==> src/rtl/v_lane_pkg.sv <==
// v_lane_pkg: shared encodings, FSM states and beat-mask helpers for the vector lane sequencer.
package v_lane_pkg;
  localparam int V_NUM_GROUPS = 4;
  typedef enum logic [2:0] {LMUL_1 = 3'd0, LMUL_2 = 3'd1, LMUL_4 = 3'd2} lmul_e;
  typedef enum logic [1:0] {LANES_4 = 2'd0, LANES_8 = 2'd1, LANES_16 = 2'd2} lanes_e;
  typedef enum logic [1:0] {IDLE, ISSUE, DRAIN, DONE} state_e;
  function automatic logic [V_NUM_GROUPS-1:0] beat_mask(input logic [1:0] lm, input logic [1:0] ln, input logic [1:0] k);
    logic [1:0] w;
    logic [7:0] base;
    w = (lm < ln) ? lm : ln;
    base = (8'd1 << (4'd1 << w)) - 8'd1;
    return V_NUM_GROUPS'(base << (4'(k) << ln));
  endfunction
  // Index of the final beat: G/C - 1 when the register group spans several beats.
  function automatic logic [1:0] beat_last(input logic [1:0] lm, input logic [1:0] ln);
    return (lm > ln) ? 2'((3'd1 << (lm - ln)) - 3'd1) : 2'd0;
  endfunction
endpackage

==> src/rtl/v_lane_wb_pipe.sv <==
// v_lane_wb_pipe: DEPTH-stage delay line carrying {valid, mask} from operand issue to write-back.
module v_lane_wb_pipe import v_lane_pkg::*; #(
  parameter int DEPTH = 1
) (
  input  logic                    clk,
  input  logic                    rst,
  input  logic                    issue_valid,
  input  logic [V_NUM_GROUPS-1:0] issue_mask,
  output logic                    wb_valid,
  output logic [V_NUM_GROUPS-1:0] wb_mask
);
  logic [V_NUM_GROUPS:0] pipe [DEPTH];
  always_ff @(posedge clk or posedge rst)
    if (rst) begin
      for (int i = 0; i < DEPTH; i++) pipe[i] <= '0;
    end else begin
      pipe[0] <= {issue_valid, issue_mask};
      for (int i = 1; i < DEPTH; i++) pipe[i] <= pipe[i-1];
    end
  assign {wb_valid, wb_mask} = pipe[DEPTH-1];
endmodule

==> src/rtl/v_lane_seq.sv <==
// v_lane_seq: beat sequencer issuing per-beat group masks and delayed write-back masks.
// Optional V_LANE_SEQ_STALL_EN adds a stall input that pauses beat issue.
module v_lane_seq import v_lane_pkg::*; #(
  parameter int UNIT_LAT = 1
) (
  input  logic       clk,
  input  logic       rst,
  input  logic       start,
  input  logic [2:0] lmul,
  input  logic [1:0] lanes,
`ifdef V_LANE_SEQ_STALL_EN
  input  logic       stall,
`endif
  output logic       ready,
  output logic       busy,
  output logic       issue_valid,
  output logic [3:0] issue_mask,
  output logic       wb_valid,
  output logic [3:0] wb_mask,
  output logic       done,
  output logic       cfg_err
);
  localparam logic [1:0] DRAIN_INIT = 2'(UNIT_LAT - 1);
  state_e state, state_n;
  logic [1:0] cnt, cnt_n, lm_q, lm_n, ln_q, ln_n;
  logic err_n, hold, accept, legal, last;
`ifdef V_LANE_SEQ_STALL_EN
  assign hold = stall;
`else
  assign hold = 1'b0;
`endif
  assign ready = state == IDLE || state == DONE;
  assign busy = state == ISSUE || state == DRAIN;
  assign done = state == DONE;
  assign accept = start && ready;
  assign legal = lmul <= LMUL_4 && lanes <= LANES_16;
  assign last = cnt == beat_last(lm_q, ln_q);
  assign issue_valid = state == ISSUE && !hold;
  assign issue_mask = issue_valid ? beat_mask(lm_q, ln_q, cnt) : 4'd0;
  always_ff @(posedge clk or posedge rst)
    if (rst) begin
      state <= IDLE;
      cnt <= '0;
      lm_q <= '0;
      ln_q <= '0;
      cfg_err <= 1'b0;
    end else begin
      state <= state_n;
      cnt <= cnt_n;
      lm_q <= lm_n;
      ln_q <= ln_n;
      cfg_err <= err_n;
    end
  // cnt is the beat index while issuing and the remaining latency while draining.
  always_comb begin
    state_n = state;
    cnt_n = cnt;
    lm_n = lm_q;
    ln_n = ln_q;
    err_n = 1'b0;
    case (state)
      IDLE, DONE: begin
        state_n = accept && legal ? ISSUE : IDLE;
        err_n = accept && !legal;
        if (accept && legal) begin
          cnt_n = '0;
          lm_n = lmul[1:0];
          ln_n = lanes;
        end
      end
      ISSUE: if (!hold) begin
        state_n = last ? DRAIN : ISSUE;
        cnt_n = last ? DRAIN_INIT : cnt + 2'd1;
      end
      DRAIN: begin
        state_n = cnt == 2'd0 ? DONE : DRAIN;
        cnt_n = cnt - 2'd1;
      end
      default: state_n = IDLE;
    endcase
  end
  v_lane_wb_pipe #(.DEPTH(UNIT_LAT)) u_wb_pipe (
    .clk(clk),
    .rst(rst),
    .issue_valid(issue_valid),
    .issue_mask(issue_mask),
    .wb_valid(wb_valid),
    .wb_mask(wb_mask)
  );
endmodule

==> config.mk <==
export PLATFORM = sky130hd
export DESIGN_NAME = v_lane_seq
export DESIGN_NICKNAME = d
export VERILOG_FILES = /design/src/rtl/v_lane_pkg.sv /design/src/rtl/v_lane_wb_pipe.sv /design/src/rtl/v_lane_seq.sv
export SDC_FILE = /design/constraint.sdc
export NUM_CORES = 1
export LEC_CHECK = 0
export CAP_MARGIN = 20
export CORE_MARGIN = 10
export CORE_UTILIZATION = 30
export DETAILED_ROUTE_END_ITERATION = 7
export HOLD_SLACK_MARGIN = 0.08
export PLACE_DENSITY = 0.57
export SLEW_MARGIN = 20
export SYNTH_ARGS = -nofsm -noshare
export SYNTH_HDL_FRONTEND = slang
export SYNTH_SLANG_ARGS = --single-unit
==> constraint.sdc <==
create_clock -name clk -period 2.75 [get_ports clk]
set_input_delay 0.4125 -clock clk [delete_from_list [all_inputs] [get_ports clk]]
set_output_delay 0.4125 -clock clk [all_outputs]
set_load 0.02 [all_outputs]
==> results by group <==
Detailed routing
  – Met3 WL: 183 µm
  – Top Layer Used: met4
  – Via density: 4.99
  – Met2 wire len: 863 µm
  – Pre-antenna DRT Iters: 4
  – Initial DRC count: 25
  – # DRC: 0
  – Total length of routed wires: 1.81 mm
  – Met1 WL: 749 µm
  – Vias: 698
  – Post-DR wirelength/cell: 12.9 µm
  – Post-DRT Antenna Nets: 0

STA
  – Period utilization: 91.4%
  – Worst-Margin Slew: 548 ps
  – Unrepaired setup endpoints after global routing: no
  – Tmin final: 2510 ps
  – Final hold violations: 0
  – Max Clk Rate: 0.398 GHz
  – Final setup fails: 0
  – Slew HR: 63.4%
  – Sum Neg Setup Slack: 0 ps
  – Clk_skew: 2.13 ps
  – Count of final max-slew check failures: 0

Die
  – Ports: 22
  – Die W: 72.9 µm
  – Core area: 0.00271 mm²
  – Die height: 72.9 µm
  – Die area: 0.00531 mm²
  – Initial Utilization: 30.9%
  – Rows: 19

Clock network
  – Post-CTS Setup Bufs: 0
  – H-tree lvl count: 1
  – Clock Path Buffers: 2
  – TritonCTS clock tree: built
  – Total clock sinks: 14
  – CTS clk-pin slew, worst paths: 80 ps
  – Clock Tree Root: clkbuf_4
  – Hold_buf cts: 0
  – Total CTS buffers: 3
  – Latest clock arrival within the worst-skew pair: 280 ps

Setup path
  – RR Endpoint: cnt[0]$_DFFE_PP0P_
  – WP buf/inv: 3
  – Arrival time worst endpoint: 2100 ps
  – CP cell instances: inv_1, ha_1, inv_1, fa_2, mux2i_1, o211a_1, nor2_1, dlygate4sd2_1
  – Worst Path Max Fanout: 4
  – Required time worst endpoint: 2340 ps
  – Worst r2r src: lm_q[0]$_DFFE_PP0P_
  – CP max stage cell: dfrtp_1
  – Crit-path leading delay family: adder cells
  – CP max stage delay: 400 ps
  – Critical path origin: lm_q[0]$_DFFE_PP0P_
  – CP most frequent cell: inv_1
  – Flop-to-flop setup slack: 730 ps
  – Crit path capture type: output port
  – Worst reg2reg path depth: 9
  – CP endpoint: issue_mask[1]
  – Worst Setup Start Kind: flop
  – CP Class: reg2out
  – Levels on crit path: 8

Finish
  – Area Overhead vs Synth: 30.4%
  – Final Util: 40.4%
  – Most common cell after layout, fill and taps aside: clkdlybuf4s50_1
  – # nets final: 127
  – Fill cells: 293
  – Non-Filler Instances: 140
  – ANT cells: 0
  – Layout cells sized above 1: 12.8%
  – Highest-count cells in the layout ignoring fill and taps: clkdlybuf4s50_1 (18), dfrtp_1 (14), inv_1 (12)

Power
  – Clock power share: 18.4%
  – P_sw: 219 µW
  – Leak: 0.000485 µW
  – Reg power frac: 39.8%
  – Internal power: 400 µW
  – PwrDens: 566 mW/mm²
  – Switch share: 35.4%
  – Logic pwr share: 41.7%
  – Max VDD drop: 352 µV
  – Tot Pwr: 619 µW

GRT
  – Remaining Overflow, GRT: 0
  – Largest net degree at the start of global routing: 15
  – Initial antenna violation count: 0
  – Gr usage total: 7.33%
  – First-pass GRT wire length: 3.21 mm
  – Vias in the first global route: 723

Place
  – PortBufs: 21
  – Routability cong.: 0.739
  – Placed Instances: 137
  – Final HPWL DP: 1.51 mm

Job
  – Number of max-cap violations: 0

Synth
  – Syn Inst Count: 87
  – Post-synth cell types: 28
  – Avg Inst Size Synth: 9.64 µm²
  – Synth Cell Area: 838 µm²
  – Synth Warn #: 0
  – Synth Register Bits: 14
  – Syn Nets: 103
  – Sequential cell area fraction in the yosys report: 41.8%

Status
  – Outcome: finished clean

Hold path
  – Hold Crit Class: in2async
flip-flops by register name, indices dropped and copies added (netlist names):
signal and cells:
state 2, cfg_err 1, ln_q 2, cnt 2, u_wb_pipe.pipe 5, lm_q 2
metrics by stage:
step,setup slack [ps],area (µm²),hold slack (ps)
floorplan,632,838,302
global placement,147,1080,512
detailed placement,88.2,1080,541
CTS,72.1,1100,494
global route,43.6,1090,540
finish,236,1090,479
synth_stat cells:
master	count	area, µm²
a221oi_2	1	15.0
fa_1	1	20.0
a211o_1	1	8.76
and2_1	1	6.26
mux2i_1	1	10.0
nand2b_1	1	6.26
o211ai_1	2	15.0
a211oi_1	1	7.51
a31oi_1	3	18.8
a21o_1	1	7.51
dfrtp_1	14	350
o21a_1	1	7.51
inv_1	12	45.0
o21ai_0	8	40.0
nand2_1	5	18.8
a311oi_1	1	8.76
buf_2	3	15.0
nor2_1	4	15.0
o211a_1	1	10.0
mux2_2	4	45.0
nand3_2	1	10.0
and3_1	1	6.26
ha_1	7	87.6
buf_4	1	7.51
nand3_1	2	10.0
a21oi_1	4	20.0
nor3_1	4	20.0
or2_1	1	6.26
kinds of logic (layout without fill, tap and decap cells):
| logic type | Yosys count | count (layout) | synth area share [%] |
|---|---|---|---|
| compound gates | 24 | 24 | 19.0 |
| fa+ha+maj | 8 | 8 | 12.8 |
| buf+inv | 16 | 38 | 8.06 |
| flops | 14 | 14 | 41.8 |
| mux | 5 | 5 | 6.57 |
| simple gates | 20 | 20 | 11.8 |
repair_timing:
item                       4_1_cts  5_1_grt
setup endpoints to repair        3        2
pin swaps                        0        0
resized for setup                4        5
worst min path at each step:
stage / start / slack, ps / cells past startpoint / endpoint
finish: rst / 480 / 2 / state[0]$_DFF_PP0_
global route: rst / 540 / 2 / u_wb_pipe.pipe[4]$_DFF_PP0_
CTS: rst / 490 / 2 / state[0]$_DFF_PP0_
detailed placement: lm_q[0]$_DFFE_PP0P_ / 540 / 1 / lm_q[0]$_DFFE_PP0P_
global placement: lm_q[0]$_DFFE_PP0P_ / 510 / 1 / lm_q[0]$_DFFE_PP0P_
floorplan: rst / 300 / 1 / cfg_err$_DFF_PP0_
layer usage:
metal | GRT usage, % | up-vias
li1 | - | 345
met1 | 7.40 | 324
met2 | 13.0 | 27
met3 | 4.08 | 2
met4 | 1.27 | 0
met5 | 0 | -
final cells by class:
type / instances / area, µm² / area share [%]
clock buffers: 3 / 22.5 / 2.06
inverters: 12 / 45.0 / 4.12
multi-input cells: 57 / 423 / 38.7
flip-flops and latches: 14 / 350 / 32.0
well taps: 31 / 38.8 / 3.55
repair buffers: 23 / 214 / 19.6
power groups by stage:
| stage | Combinational, µW | Clock, µW | Sequential (µW) |
|---|---|---|---|
| floorplan | 163 | 0 | 259 |
| global placement | 251 | 0 | 251 |
| detailed placement | 261 | 0 | 251 |
| CTS | 263 | 121 | 247 |
| global route | 290 | 130 | 252 |
| finish | 258 | 114 | 247 |
Power figures use the tool's default switching activity.
==> RTL edit, RTL diff (config.mk and constraints unchanged) <==
Re-encode `state_e` (4 states) as one-hot, 4 bits wide.
--- a/src/rtl/v_lane_pkg.sv
+++ b/src/rtl/v_lane_pkg.sv
@@ -5,3 +5,3 @@
   typedef enum logic [1:0] {LANES_4 = 2'd0, LANES_8 = 2'd1, LANES_16 = 2'd2} lanes_e;
-  typedef enum logic [1:0] {IDLE, ISSUE, DRAIN, DONE} state_e;
+  typedef enum logic [3:0] {IDLE = 4'b0001, ISSUE = 4'b0010, DRAIN = 4'b0100, DONE = 4'b1000} state_e;
   function automatic logic [V_NUM_GROUPS-1:0] beat_mask(input logic [1:0] lm, input logic [1:0] ln, input logic [1:0] k);
Function: no difference found for any inputs over 10 cycles, from zero or initial values and one cycle with rst high; not proved beyond that.
==> RTL edit against the unedited design <==
  * Cell area increased by 13%
  * Clock power up 14%
  * Power rose by 21%
  * Setup slack got worse by 0.15 ns
  * Critical endpoint is now issue_mask[3]
  * Largest power group unchanged
  * Cell count up 7.1%
  * Register-to-register slack better by 0.02 ns
  * Area after synthesis up 7.2%
  * Routed wire length rose by 19%
  * Sequential cell count up 2
  * Critical path depth up 1
==> RTL edit: results (changes against the unedited design) <==
* Status: finished clean
* Critical path data arrival time at 2.25 ns (+0.15 ns)
* End point of the critical path: issue_mask[3]
* Final #Nets at 134 (+5.5%)
* Internal at 0.4745 mW (+19%)
* Family with the most delay on the worst path: compound AO/OA/AOI/OAI gates
* Met3 Use GR at 4.074% (-0.0080 points)
* Share of cells above drive strength 1 at 21.85% (+9.0 points)
* Internal reg-to-reg setup slack at 0.75 ns (+0.02 ns)
* Vias per cell at 5.240 (+5.1%)
* Xor and xnor area share after synthesis at 0.9749% (+0.97 points)
* Fillers at 278 (-5.1%)
* Syn nets at 104 (+0.97%)
* Final HPWL DP at 1730 microns (+15%)
* Largest net degree at the start of global routing at 17 (+2)
* Post-synth top cells: 15 x dfrtp_1, 9 x inv_1, 8 x nand2_1, 8 x nor2_1, 5 x ha_1
* FF/Latch Area at 401.6 sq um (+15%)
* Max layer used: met3
* Met1 usage at 8.875% (+1.5 points)
* Count of non-CTS buffers in the layout at 28 (+22%)
* Inverters at 9 (-3)
* Die W at 74.72 microns (+2.6%)
* Mux cell area share after synthesis at 7.242% (+0.68 points)
* Leak at 0.5801 nW (+20%)
* GR Layer Usage met2 at 14.02% (+1.0 points)
* Placed cell count at 144 (+5.1%)
* Met1 WL at 947 microns (+26%)
* Reg power frac at 38.0% (-1.8 points)
* Worst vdd ir at 296.6 uV (-16%)
* Met3 WL at 185 microns (+1.1%)
* Drt wl/cell at 14.26 microns (+11%)
* Worst slew pin tran at 0.6181 ns (+0.06987 ns)
* Compound-gate portion of the synthesized area at 16.57% (-2.4 points)
* CLK BUF at 4 (+1)
* Comb_multi_in at 62 (+8.8%)
* Cell variety after synth at 36 (+29%)
* All-Layer GR Usage at 8.096% (+0.77 points)
* Sequential area share after synthesis at 44.71% (+2.9 points)
* Clk cell area share at 2.125% (+0.066 points)
* Avg Cell Area, Syn at 9.982 sq um (+3.6%)
* Fin util at 44.07% (+3.7 points)
* First-pass GRT wire length at 3601 microns (+12%)
* Sw Share at 36.75% (+1.4 points)
* Top_reg_cell synth: dfrtp_1
* DRT iter0 DRCs at 36 (+44%)
* Reg2reg end: u_wb_pipe.pipe[3]$_DFF_PP0_
* Synth Area in Adders at 9.192% (-3.6 points)
* Met2 WL at 1006 microns (+17%)
* Clock skew at 0.004472 ns (+0.002344 ns)
* Placement Setup Slack at -0.1453 ns (-0.2334 ns)
* GPL Wtd Cong at 0.7736 (+4.7%)
* Fin crit period at 2.659 ns (+0.1455 ns)
* Buffering overhead at 20.95% (+1.4 points)
* Hold Slack at 0.4976 ns (+0.01895 ns)
* Placed instance area at 0.001171 sq mm (+8.5%)
* Multi-input gate area at 476.7 sq um (+13%)
RTL edit: changes by cell type after synthesis, moves of 2 or more:
cell,change
inv_1,-3
nand2_1,+3
or4b_1,+2
ha_1,-2
o21ai_0,-5
nor2_1,+4
RTL edit: worst register-to-register path: stages, from the launching register on:
cell and delay (ns):
dfrtp_1 0.40, inv_2 0.08, ha_4 0.13, inv_2 0.03
fa_2 0.33, o211ai_1 0.32, nand4_1 0.15, a21o_1 0.22
a21oi_2 0.17, buf_4 0.13
RTL edit: cell families (layout without fill, tap and decap cells):
family                     after synthesis  after routing
DFF                                     16             16
xor gates and xnor gates                 1              1
adders and majority gates                6              6
AOI/OAI and AO/OA                       21             21
buffers and inverters                   12             41
muxes                                    6              6
and+or+nand+nor                         28             28
RTL edit: timing repair:
item | 4_1_cts | 5_1_grt
gates resized for setup | 12 | 14
buffers inserted | 0 | 2
cloned | 0 | 0
pin swaps | 1 | 6
endpoints found under the setup margin | 4 | 4
